`src/rtl/vga_timing.sv`:
```
// Raster timing generator: divides clk into a pixel strobe, runs the h/v counters
// and registers sync, coordinate and line/frame/sprite strobes from the next-state values.
module vga_timing #(
    parameter int CLK_DIV  = 4,
    parameter int H_ACTIVE = 640,
    parameter int H_FP     = 16,
    parameter int H_SYNC   = 96,
    parameter int H_BP     = 48,
    parameter int V_ACTIVE = 480,
    parameter int V_FP     = 10,
    parameter int V_SYNC   = 2,
    parameter int V_BP     = 33,
    parameter int SYNC_POL = 0
) (
    input  logic       clk,
    input  logic       rst,
    input  logic [9:0] spr_y,
    output logic       pix_tick,
    output logic       hsync,
    output logic       vsync,
    output logic       video_on,
    output logic [9:0] pixel_x,
    output logic [9:0] pixel_y,
    output logic       line_start,
    output logic       frame_start,
    output logic       spr_start
);

    localparam int H_TOTAL = H_ACTIVE + H_FP + H_SYNC + H_BP;
    localparam int V_TOTAL = V_ACTIVE + V_FP + V_SYNC + V_BP;
    localparam int DIV_W   = (CLK_DIV > 1) ? $clog2(CLK_DIV) : 1;

    localparam logic [DIV_W-1:0] DIV_LAST = DIV_W'(CLK_DIV - 1);
    localparam logic [9:0] H_LAST   = 10'(H_TOTAL - 1);
    localparam logic [9:0] V_LAST   = 10'(V_TOTAL - 1);
    localparam logic [9:0] H_ACT    = 10'(H_ACTIVE);
    localparam logic [9:0] V_ACT    = 10'(V_ACTIVE);
    localparam logic [9:0] HS_BEG   = 10'(H_ACTIVE + H_FP);
    localparam logic [9:0] HS_END   = 10'(H_ACTIVE + H_FP + H_SYNC);
    localparam logic [9:0] VS_BEG   = 10'(V_ACTIVE + V_FP);
    localparam logic [9:0] VS_END   = 10'(V_ACTIVE + V_FP + V_SYNC);
    localparam logic       SYNC_ON  = 1'(SYNC_POL);
    localparam logic [9:0] BLANK_XY = 10'h3FF;

    logic [DIV_W-1:0] r_div;
    logic [DIV_W-1:0] w_div_nxt;
    logic [9:0]       r_h_count;
    logic [9:0]       r_v_count;
    logic [9:0]       w_h_nxt;
    logic [9:0]       w_v_nxt;
    logic             w_tick_nxt;
    logic             w_h_wrap;
    logic             w_hsync_nxt;
    logic             w_vsync_nxt;
    logic             w_video_nxt;
    logic [9:0]       w_px_nxt;
    logic [9:0]       w_py_nxt;
    logic             w_frame_nxt;
    logic             w_spr_nxt;

    // Next-state counters and decodes; outputs describe the counters they are registered with.
    always_comb begin
        w_div_nxt = (r_div == DIV_LAST) ? DIV_W'(0) : r_div + DIV_W'(1);
        w_tick_nxt = (w_div_nxt == DIV_LAST);
        w_h_wrap  = pix_tick && (r_h_count == H_LAST);
        w_h_nxt   = r_h_count;
        w_v_nxt   = r_v_count;
        if (pix_tick) begin
            w_h_nxt = w_h_wrap ? 10'd0 : r_h_count + 10'd1;
        end else begin
            w_h_nxt = r_h_count;
        end
        if (w_h_wrap) begin
            w_v_nxt = (r_v_count == V_LAST) ? 10'd0 : r_v_count + 10'd1;
        end else begin
            w_v_nxt = r_v_count;
        end
        w_hsync_nxt = ((w_h_nxt >= HS_BEG) && (w_h_nxt < HS_END)) ? SYNC_ON : ~SYNC_ON;
        w_vsync_nxt = ((w_v_nxt >= VS_BEG) && (w_v_nxt < VS_END)) ? SYNC_ON : ~SYNC_ON;
        w_video_nxt = (w_h_nxt < H_ACT) && (w_v_nxt < V_ACT);
        w_px_nxt    = (w_h_nxt < H_ACT) ? w_h_nxt : BLANK_XY;
        w_py_nxt    = (w_v_nxt < V_ACT) ? w_v_nxt : BLANK_XY;
        w_frame_nxt = w_h_wrap && (w_v_nxt == 10'd0);
        // Off-screen rows never match, even though v_count itself reaches them.
        w_spr_nxt   = w_h_wrap && (spr_y == w_v_nxt) && (spr_y < V_ACT);
    end

    // State and output registers with asynchronous reset to the pre-frame position.
    always_ff @(posedge clk or posedge rst) begin
        if (rst) begin
            r_div       <= DIV_W'(0);
            r_h_count   <= H_LAST;
            r_v_count   <= V_LAST;
            pix_tick    <= 1'b0;
            hsync       <= ~SYNC_ON;
            vsync       <= ~SYNC_ON;
            video_on    <= 1'b0;
            pixel_x     <= BLANK_XY;
            pixel_y     <= BLANK_XY;
            line_start  <= 1'b0;
            frame_start <= 1'b0;
            spr_start   <= 1'b0;
        end else begin
            r_div       <= w_div_nxt;
            r_h_count   <= w_h_nxt;
            r_v_count   <= w_v_nxt;
            pix_tick    <= w_tick_nxt;
            hsync       <= w_hsync_nxt;
            vsync       <= w_vsync_nxt;
            video_on    <= w_video_nxt;
            pixel_x     <= w_px_nxt;
            pixel_y     <= w_py_nxt;
            line_start  <= w_h_wrap;
            frame_start <= w_frame_nxt;
            spr_start   <= w_spr_nxt;
        end
    end

endmodule

```
`config.mk`:
```
export PLATFORM = sky130hd
export DESIGN_NAME = vga_timing
export DESIGN_NICKNAME = d
export VERILOG_FILES = /design/src/rtl/vga_timing.sv
export SDC_FILE = /design/constraint.sdc
export NUM_CORES = 1
export LEC_CHECK = 0
export ABC_CLOCK_PERIOD_IN_PS = 2600
export CORE_ASPECT_RATIO = 0.5
export CORE_UTILIZATION = 50
export CTS_BUF_LIST = sky130_fd_sc_hd__clkbuf_2
export DETAILED_ROUTE_END_ITERATION = 10
export GPL_ROUTABILITY_DRIVEN = 0
export PLACE_DENSITY_LB_ADDON = 0.3
export SYNTH_ARGS = -nofsm -noshare
export SYNTH_HDL_FRONTEND = slang
export SYNTH_SLANG_ARGS = --single-unit
export TNS_END_PERCENT = 20
```
`constraint.sdc`:
```
create_clock -name clk -period 2.6 [get_ports clk]
set_input_delay 0.65 -clock clk [delete_from_list [all_inputs] [get_ports clk]]
set_output_delay 0.65 -clock clk [all_outputs]
set_load 0.005 [all_outputs]
```
==> results of run 1 <==
==> state kept, by name, summed over array words and instances (netlist names) <==
register and count:
frame_start 1, hsync 1, line_start 1, pix_tick 1
pixel_x 10, pixel_y 10, r_div 2, r_h_count 10
r_v_count 10, spr_start 1, video_on 1, vsync 1
==> layer usage <==
metal | vias up | GRT usage | part of all wire
met5 | - | 0 | 0
met4 | 0 | 0.09903 | 0.029
met3 | 17 | 0.06703 | 0.064
met2 | 82 | 0.3436 | 0.46
met1 | 912 | 0.3009 | 0.45
li1 | 881 | - | -
==> metrics by stage <==
stage          hold slack (ns)  power, mW
2_1_floorplan           0.4279     0.7991
6_report                0.4873      1.218
5_1_grt                 0.5097      1.266
4_1_cts                 0.4908      1.221
3_5_place_dp            0.4673     0.8272
3_3_place_gp            0.4371     0.8258
==> cells in the final DEF, fill, tap and decap left out, drive strengths merged, types with 2 or more instances in the layout <==
master         Yosys  layout
a21oi              3       3
buf                3      17
mux2               4       4
or3                4       4
dfstp             32      32
xnor2             14      14
o2111ai            2       2
a221oi             2       2
nor2b              3       3
o21ai             10      10
nand2             18      18
nand4              3       3
a41oi              2       2
nor4b              3       3
nand2b             7       7
a21o               2       2
clkdlybuf4s50      0      38
clkbuf             3       6
nor3               7       7
xor2               8       8
inv               21      21
ha                 5       5
nor4               4       4
nand4b             3       3
dfrtp             17      17
nand3              8       8
a221o              2       2
nor2              17      17
==> power groups by stage <==
stage / Combinational [mW] / Sequential [mW] / Clock [mW]
2_1_floorplan: 0.0221 / 0.777 / 0
3_3_place_gp: 0.0487 / 0.777 / 0
3_5_place_dp: 0.0501 / 0.777 / 0
4_1_cts: 0.0502 / 0.767 / 0.404
5_1_grt: 0.0544 / 0.767 / 0.444
6_report: 0.0490 / 0.767 / 0.402
==> cell families (layout without fill, tap and decap cells) <==
| logic type | Yosys count | in the layout | synth area share |
|---|---|---|---|
| adder cells (fa/ha/maj) | 5 | 5 | 0.02572 |
| AO/OA/AOI/OAI | 30 | 30 | 0.08951 |
| buffers and inverters | 27 | 84 | 0.04629 |
| AND/OR/NAND/NOR | 84 | 84 | 0.2037 |
| flip-flops | 49 | 49 | 0.5206 |
| XOR/XNOR | 23 | 23 | 0.09157 |
| multiplexers | 5 | 5 | 0.02263 |
==> path summary, 6_finish.rpt <==
kind                              startpoint           end  slack (ns)  cells after the start
worst max-delay path            r_h_count[0]   frame_start      -0.004                      8
worst min-delay path                r_div[0]      r_div[0]        0.49                      1
worst max register to register  r_h_count[0]   frame_start      -0.004                      8
worst min register to register      r_div[0]      r_div[0]        0.49                      1
max in group asynchronous                rst    pixel_y[4]        1.54                      3
min in group asynchronous                rst  r_h_count[5]        0.63                      3
==> critical path: cells and delay by family (launching register included) <==
kind | cells | cell delay, ns
xor+xnor | 1 | 0.21
fa+ha+maj | 1 | 0.21
buf+inv | 1 | 0.12
flops | 1 | 0.61
simple gates | 5 | 1.37
==> final cells by class <==
class,count,share of cell area
Tap cell,66,0.02660
Clock buffer,6,0.009674
Multi-Input combinational cell,147,0.3543
Sequential cell,49,0.4079
Timing Repair Buffer,55,0.1649
Inverter,21,0.02539
Clock inverter,2,0.01129
==> what timing repair did <==
item,CTS,global route
pin swaps,1,3
cloned,0,0
setup endpoints to repair,3,5
gates resized for setup,3,6
buffers inserted,2,2
hold buffers,0,0
==> flow_summary.yaml, run 1 <==
route:
  vias: 1892
  drcViolationCount: 0
  dr.pass1.iters: 4
  wirelength_mm: 5.284
  antenna_left: 0
  avgViaCountPerCell: 5.468
  drtIter0Drc: 95
  wl_per_cell_um: 15.27
sta:
  setup_tns_ns: -0.003742
  min_period_ns: 2.604
  slew_violations: 0
  skew_ns: 0.03612
  tightest_slew_ns: 0.5750
  grt_setup_unrepaired: "true"
  min_period_over_period: 1.001
  setup-violations-final: 1
  finalHoldViolCount: 0
  maxSlewHeadroom: 0.6167
  fmax_mhz: 384.1
  setup_ws_ns: -0.003742
power:
  leakagePower_nw: 1.340
  peakVddDrop_mv: 0.2449
  p_int_mw: 0.9554
  switching_share: 0.2157
  p_switching_mw: 0.2627
  seqPwrFrac: 0.629
  power_density_mw_per_mm2: 392.4
  clkPwrFrac: 0.330
  p_comb_frac: 0.040
setup_path:
  cp-end-kind: "flop"
  cp_cell_sequence: "ha_2, nand3_2, or3_4, or3_4, xnor2_4, buf_6, and4bb_2, nor4b_4"
  crit_path_top_delay_cell: "dfstp_2"
  crit_arrival_ns: 2.94
  worstPathRequired_ns: 2.94
  startpoint_type: "flop"
  crit_top_cell: "or3_4"
  cpPeakStageDelay_ns: 0.61
  crit_type: "flop to flop"
  crit_fanout: 4
floorplan:
  fp.dieH_um: 51.32
  core_area_mm2: 0.004531
  fp.dieW_um: 100.6
  fp-row-count: 17
  die-area_mm2: 0.005165
  io_pins: 39
  initial_core_util: 0.5369
synth:
  ys_types: 53
  yosys-top-cells-area: "dfstp_2 (35%), dfrtp_1 (17%), xnor2_1 (4.7%), inv_1 (3.1%), xor2_1 (2.9%)"
  synthCells: 223
  ys_top_cells_by_count: "dfstp_2 (32), inv_1 (20), dfrtp_1 (17), nand2_1 (17), nor2_1 (16)"
  synth_warnings: 0
  syn-cell-area_mm2: 0.002432
  ys_ff_latch: 49
  synth_nets: 240
  synth_top_area_cell: "dfstp_2"
  ys_async_sr_fraction: 1.000
  synth_flop_cell: "dfstp_2"
  yosysMostFrequentCell: "dfstp_2"
  synth_top_cell_area_share: 0.3457
  postSynthAreaPerCell_um2: 10.91
  synth_edf_count: 0
  seq_area_frac_synth: 0.5206
cts:
  clk_pin_slew_ns: 0.24
  clock_latency_ns: 0.43
  clockBufferDepth: 2
  clock_sinks: 49
  cts_max_level: 2
  numCtsBuffers: 5
  cts_tree: "done"
  ctsRootBufferMaster: "clkbuf_2"
status:
  outcome: "complete, but fails checks"
  violations: "negative setup slack"
hold_path:
  hp-class: "flop to flop"
placed_design:
  placed_cell_area_mm2: 0.002959
  io_buffers: 38
  dp.cells: 334
  dp_slack_ns: 0.003896
  hpwlAfterDp_mm: 3.705
grt:
  grt_pass1_wl_mm: 8.638
  grt.total_usage: 0.2255
  antenna_found_initial: 0
  grt-ovfl-total: 0
  grt_max_degree: 50
  grt_pass1_vias: 1826
run:
  cap_violations: 0
layout:
  n_fill_cell: 323
  multiInputGateArea_mm2: 0.001100
  seq_area_mm2: 0.001266
  fin_nets: 296
  n_antenna_cell: 0
  final_util: 0.6852
  stdcell_count: 346
  design_area_mm2: 0.003104
  area_growth_pct: 27.62
  drive_gt1_frac: 0.2821
Note: power is estimated with default switching activity, not from simulation.
==> inputs of run 2 (changes only) <==
--- a/config.mk
+++ b/config.mk
@@ -8,10 +8,11 @@
 export ABC_CLOCK_PERIOD_IN_PS = 2600
 export CORE_ASPECT_RATIO = 0.5
 export CORE_UTILIZATION = 50
-export CTS_BUF_LIST = sky130_fd_sc_hd__clkbuf_2
+export CTS_BUF_LIST = sky130_fd_sc_hd__clkbuf_8
 export DETAILED_ROUTE_END_ITERATION = 10
 export GPL_ROUTABILITY_DRIVEN = 0
 export PLACE_DENSITY_LB_ADDON = 0.3
+export SKIP_CTS_REPAIR_TIMING = 1
 export SYNTH_ARGS = -nofsm -noshare
 export SYNTH_HDL_FRONTEND = slang
 export SYNTH_SLANG_ARGS = --single-unit
==> run 2 against run 1 <==
  * The run now ends clean
  * Critical endpoint unchanged
  * Critical path depth shrank 1
  * Clock skew shrank 0.025 ns
  * Non-clock buffer count shrank 3
  * Largest power group unchanged
  * Worst hold slack lost 0.014 ns
  * Final area grew 0.77%
==> flow_summary.yaml, run 2 (synthesis results as in run 1) <==
setup_path:
  startpoint_type: "flop"
  cp-end-kind: "flop"
  crit_fanout: 4
  worstPathRequired_ns: 2.81
  timing.rr.end: "frame_start"
  cp_cell_sequence: "or3b_4, or3_4, or3_4, xnor2_4, buf_6, and4bb_2, nor4b_4"
  r2r_slack_ns: 0.05
  timing.rr.start: "r_h_count[9]"
  startpoint: "r_h_count[9]"
  rr_worst_depth: 7
  cpPeakStageDelay_ns: 0.55
  crit_arrival_ns: 2.76
  crit_path_top_delay_cell: "dfstp_2"
  crit_type: "flop to flop"
  crit_top_cell: "or3_4"
  cp_num_buf_inv: 1
  cp_top_family: "simple AND/OR/NAND/NOR gates"
hold_path:
  whs_endpoint: "r_div[0]"
  holdPathStages: 1
  hold_start: "r_div[0]"
  hp-class: "flop to flop"
layout:
  n_antenna_cell: 0
  multiInputGateArea_mm2: 0.001104
  fin_nets: 293
  stdcell_count: 343
  layout_common_cells: "clkdlybuf4s50_1 (38), dfstp_2 (32), inv_1 (20), nand2_1 (17), dfrtp_1 (17)"
  layout.cells.most_common: "clkdlybuf4s50_1"
  area_growth_pct: 28.60
  drive_gt1_frac: 0.2671
  n_fill_cell: 319
  seq_area_mm2: 0.001266
cts:
  clockBufferDepth: 2
  clock_latency_ns: 0.31
  cts_tree: "done"
  clk_pin_slew_ns: 0.09
  clock_sinks: 49
  numCtsBuffers: 5
  ctsRootBufferMaster: "clkbuf_8"
  cts_max_level: 2
floorplan:
  fp.dieH_um: 51.32
  fp-row-count: 17
  core_area_mm2: 0.004531
  io_pins: 39
  initial_core_util: 0.5369
  die-area_mm2: 0.005165
  fp.dieW_um: 100.6
placed_design:
  dp.cells: 334
  dp_slack_ns: 0.003896
  io_buffers: 38
  hpwlAfterDp_mm: 3.705
route:
  antenna_left: 0
  wirelength_mm: 5.202
  dr.pass1.iters: 4
  drtIter0Drc: 93
  drcViolationCount: 0
  vias: 1907
  wl_per_cell_um: 15.17
  avgViaCountPerCell: 5.560
grt:
  antenna_found_initial: 0
  grt_max_degree: 50
  grt-ovfl-total: 0
  grt_pass1_wl_mm: 8.431
  grt_pass1_vias: 1807
  grt.total_usage: 0.2208
sta:
  finalHoldViolCount: 0
  skew_ns: 0.01126
  min_period_over_period: 0.9799
  tightest_slew_ns: 0.5719
  setup_ws_ns: 0.05225
  min_period_ns: 2.548
  grt_setup_unrepaired: "true"
  setup_tns_ns: 0
  setup-violations-final: 0
  holdWs_ns: 0.4737
  slew_violations: 0
  maxSlewHeadroom: 0.6187
  fmax_mhz: 392.5
run:
  cap_violations: 0
power:
  leakagePower_nw: 1.341
  finalPower_mw: 1.336
  power_density_mw_per_mm2: 427.2
  peakVddDrop_mv: 0.2620
status:
  outcome: "finished, final reports clean"
## run 2: power by group
group / switching (mW) / leakage [nW] / internal, mW
logic: 0.0257 / 0.722 / 0.0234
registers: 0 / 0.559 / 0.764
clock network: 0.241 / 0.0593 / 0.282
## run 2: how the worst max path moves through the flow
stage	to	slack, ns	cells after the start
5_1_grt	frame_start	-0.02	7
6_report	frame_start	0.05	7
2_1_floorplan	video_on	0.07	6
4_1_cts	video_on	-0.02	6
3_5_place_dp	video_on	0.004	6
3_3_place_gp	video_on	0.05	6
## run 2: area by class of cell
cell class                      instances  area share
Clock buffer                            5     0.02200
Clock inverter                          3     0.01240
Inverter                               21     0.02520
Multi-Input combinational cell        147      0.3528
Sequential cell                        49      0.4048
Tap cell                               66     0.02640
Timing Repair Buffer                   52      0.1564
## run 2: worst register-to-register path: cells and delay by family (launching register included)
| family | cells | cell delay, ns |
|---|---|---|
| xor gates and xnor gates | 1 | 0.21 |
| buffers and inverters | 1 | 0.13 |
| DFF | 1 | 0.55 |
| and+or+nand+nor | 5 | 1.57 |
## run 2: routing by layer
metal | routed length, um | up-vias | global-route usage
met5 | 0 | - | 0
met4 | 181 | 0 | 0.1063
met3 | 337 | 26 | 0.05746
met2 | 2351 | 90 | 0.3333
met1 | 2332 | 918 | 0.2989
li1 | - | 873 | -
## run 2: through the flow
stage	area [um^2]	utilization
after global placement	2959	0.6531
after floorplan	2432	-
after global routing	3128	0.6904
after detailed placement	2959	0.6531
final	3128	0.6904
after CTS	3067	0.6769
==> inputs of run 3 (changes only) <==
--- a/config.mk
+++ b/config.mk
@@ -5,14 +5,15 @@
 export SDC_FILE = /design/constraint.sdc
 export NUM_CORES = 1
 export LEC_CHECK = 0
-export ABC_CLOCK_PERIOD_IN_PS = 2600
+export ABC_CLOCK_PERIOD_IN_PS = 2700
 export CORE_ASPECT_RATIO = 0.5
-export CORE_UTILIZATION = 50
+export CORE_UTILIZATION = 55
 export CTS_BUF_LIST = sky130_fd_sc_hd__clkbuf_8
 export DETAILED_ROUTE_END_ITERATION = 10
 export GPL_ROUTABILITY_DRIVEN = 0
 export PLACE_DENSITY_LB_ADDON = 0.3
 export SKIP_CTS_REPAIR_TIMING = 1
+export SKIP_LAST_GASP = 1
 export SYNTH_ARGS = -nofsm -noshare
 export SYNTH_HDL_FRONTEND = slang
 export SYNTH_SLANG_ARGS = --single-unit
==> constraint.sdc (replaced) <==
create_clock -name clk -period 2.7 [get_ports clk]
set_input_delay 0.675 -clock clk [delete_from_list [all_inputs] [get_ports clk]]
set_output_delay 0.675 -clock clk [all_outputs]
set_load 0.005 [all_outputs]
==> run 3 against run 2 <==
  * Setup slack better by 0.036 ns
  * Die area down 8.8%
  * Final cell count down 5.0%
  * Non-clock buffer count down 5
  * Global-route usage grew 2.2 points
  * Worst hold slack worse by 0.015 ns
  * Critical endpoint is now video_on
  * Highest routed layer unchanged
==> flow_summary.yaml, run 3 (synthesis results as in run 1) <==
status:
  outcome: "finished, final reports clean"
layout:
  area_growth_pct: 23.35
  fin_nets: 288
  stdcell_count: 326
  final_util: 0.7383
  drive_gt1_frac: 0.2426
  multiInputGateArea_mm2: 0.001054
  n_fill_cell: 294
  layout_common_cells: "clkdlybuf4s50_1 (38), dfstp_2 (32), inv_1 (19), nand2_1 (17), dfrtp_1 (17)"
  n_antenna_cell: 0
  layout.cells.most_common: "clkdlybuf4s50_1"
  seq_area_mm2: 0.001266
cts:
  clockBufferDepth: 2
  ctsRootBufferMaster: "clkbuf_8"
  clock_sinks: 49
  cts_max_level: 2
  cts_tree: "done"
  numCtsBuffers: 5
  clk_pin_slew_ns: 0.09
  clock_latency_ns: 0.31
setup_path:
  cp_num_buf_inv: 1
  path_depth: 7
  timing.rr.start: "r_h_count[9]"
  cp_top_family: "simple AND/OR/NAND/NOR gates"
  worstPathRequired_ns: 2.91
  startpoint: "r_h_count[9]"
  cp_cell_sequence: "or3b_1, or3_4, buf_4, nor2_1, xnor2_1, o41a_2, and2_4"
  cp-end-kind: "flop"
  r2r_slack_ns: 0.09
  cpPeakStageDelay_ns: 0.58
  rr_worst_depth: 7
  crit_type: "flop to flop"
  startpoint_type: "flop"
  endpoint: "video_on"
  crit_fanout: 10
  crit_arrival_ns: 2.82
  timing.rr.end: "video_on"
  crit_path_top_delay_cell: "o41a_2"
floorplan:
  io_pins: 39
  core_area_mm2: 0.004064
  fp-row-count: 16
  fp.dieW_um: 96.05
  fp.dieH_um: 49.03
  die-area_mm2: 0.004709
  initial_core_util: 0.5985
sta:
  min_period_ns: 2.612
  fmax_mhz: 382.9
  setup_tns_ns: 0
  setup-violations-final: 0
  min_period_over_period: 0.9673
  tightest_slew_ns: 0.5328
  grt_setup_unrepaired: "false"
  skew_ns: 0.005529
  slew_violations: 0
  maxSlewHeadroom: 0.6448
  finalHoldViolCount: 0
power:
  finalPower_mw: 1.207
  power_density_mw_per_mm2: 402.2
  peakVddDrop_mv: 0.3419
  leakagePower_nw: 1.293
placed_design:
  hpwlAfterDp_mm: 3.762
  dp.cells: 318
  io_buffers: 38
route:
  wirelength_mm: 5.229
  avgViaCountPerCell: 5.712
  wl_per_cell_um: 16.04
  drtIter0Drc: 154
  drcViolationCount: 0
  antenna_left: 0
  dr.pass1.iters: 4
  vias: 1862
grt:
  grt_pass1_wl_mm: 8.528
  grt_pass1_vias: 1839
  grt-ovfl-total: 0
  antenna_found_initial: 0
  grt_max_degree: 45
  grt.total_usage: 0.2430
hold_path:
  hp-class: "flop to flop"
run:
  cap_violations: 0
-- run 3: layout make-up --
class,instances,area share
clock inverter,3,0.005838
sequential,49,0.4220
clock buffer,5,0.02294
multi-input combinational,147,0.3511
timing repair buffer,47,0.1493
tap,54,0.02252
inverter,21,0.02627
-- run 3: worst min path at each step --
stage,start,endpoint,slack (ns),cells after the start
5_1_grt,r_div[0],r_div[0],0.50,1
3_3_place_gp,r_div[0],r_div[0],0.44,1
4_1_cts,r_div[0],r_div[0],0.46,1
2_1_floorplan,r_div[0],r_div[0],0.43,1
6_report,r_div[0],r_div[0],0.46,1
3_5_place_dp,r_div[0],r_div[0],0.45,1
-- run 3: through the flow --
stage | hold WS, ns | instance area [um^2] | worst slack (ns)
after global routing | 0.4981 | 3000 | 0.02425
after global placement | 0.4371 | 2914 | 0.1557
after floorplan | 0.4279 | 2432 | 0.1722
final | 0.4585 | 3000 | 0.08816
after CTS | 0.4584 | 3000 | 0.09279
after detailed placement | 0.4462 | 2914 | 0.1012
-- run 3: power breakdown --
part           total (mW)  internal (mW)  switching [mW]
registers           0.736          0.736               0
logic              0.0475         0.0226          0.0250
clock network       0.423          0.179           0.244
-- run 3: layer usage --
layer / global-route usage / part of all wire / vias to the layer above
met3: 0.06854 / 0.077 / 14
li1: - / - / 862
met1: 0.3248 / 0.44 / 906
met2: 0.3759 / 0.46 / 80
met4: 0.09453 / 0.018 / 0
met5: 0 / 0 / -
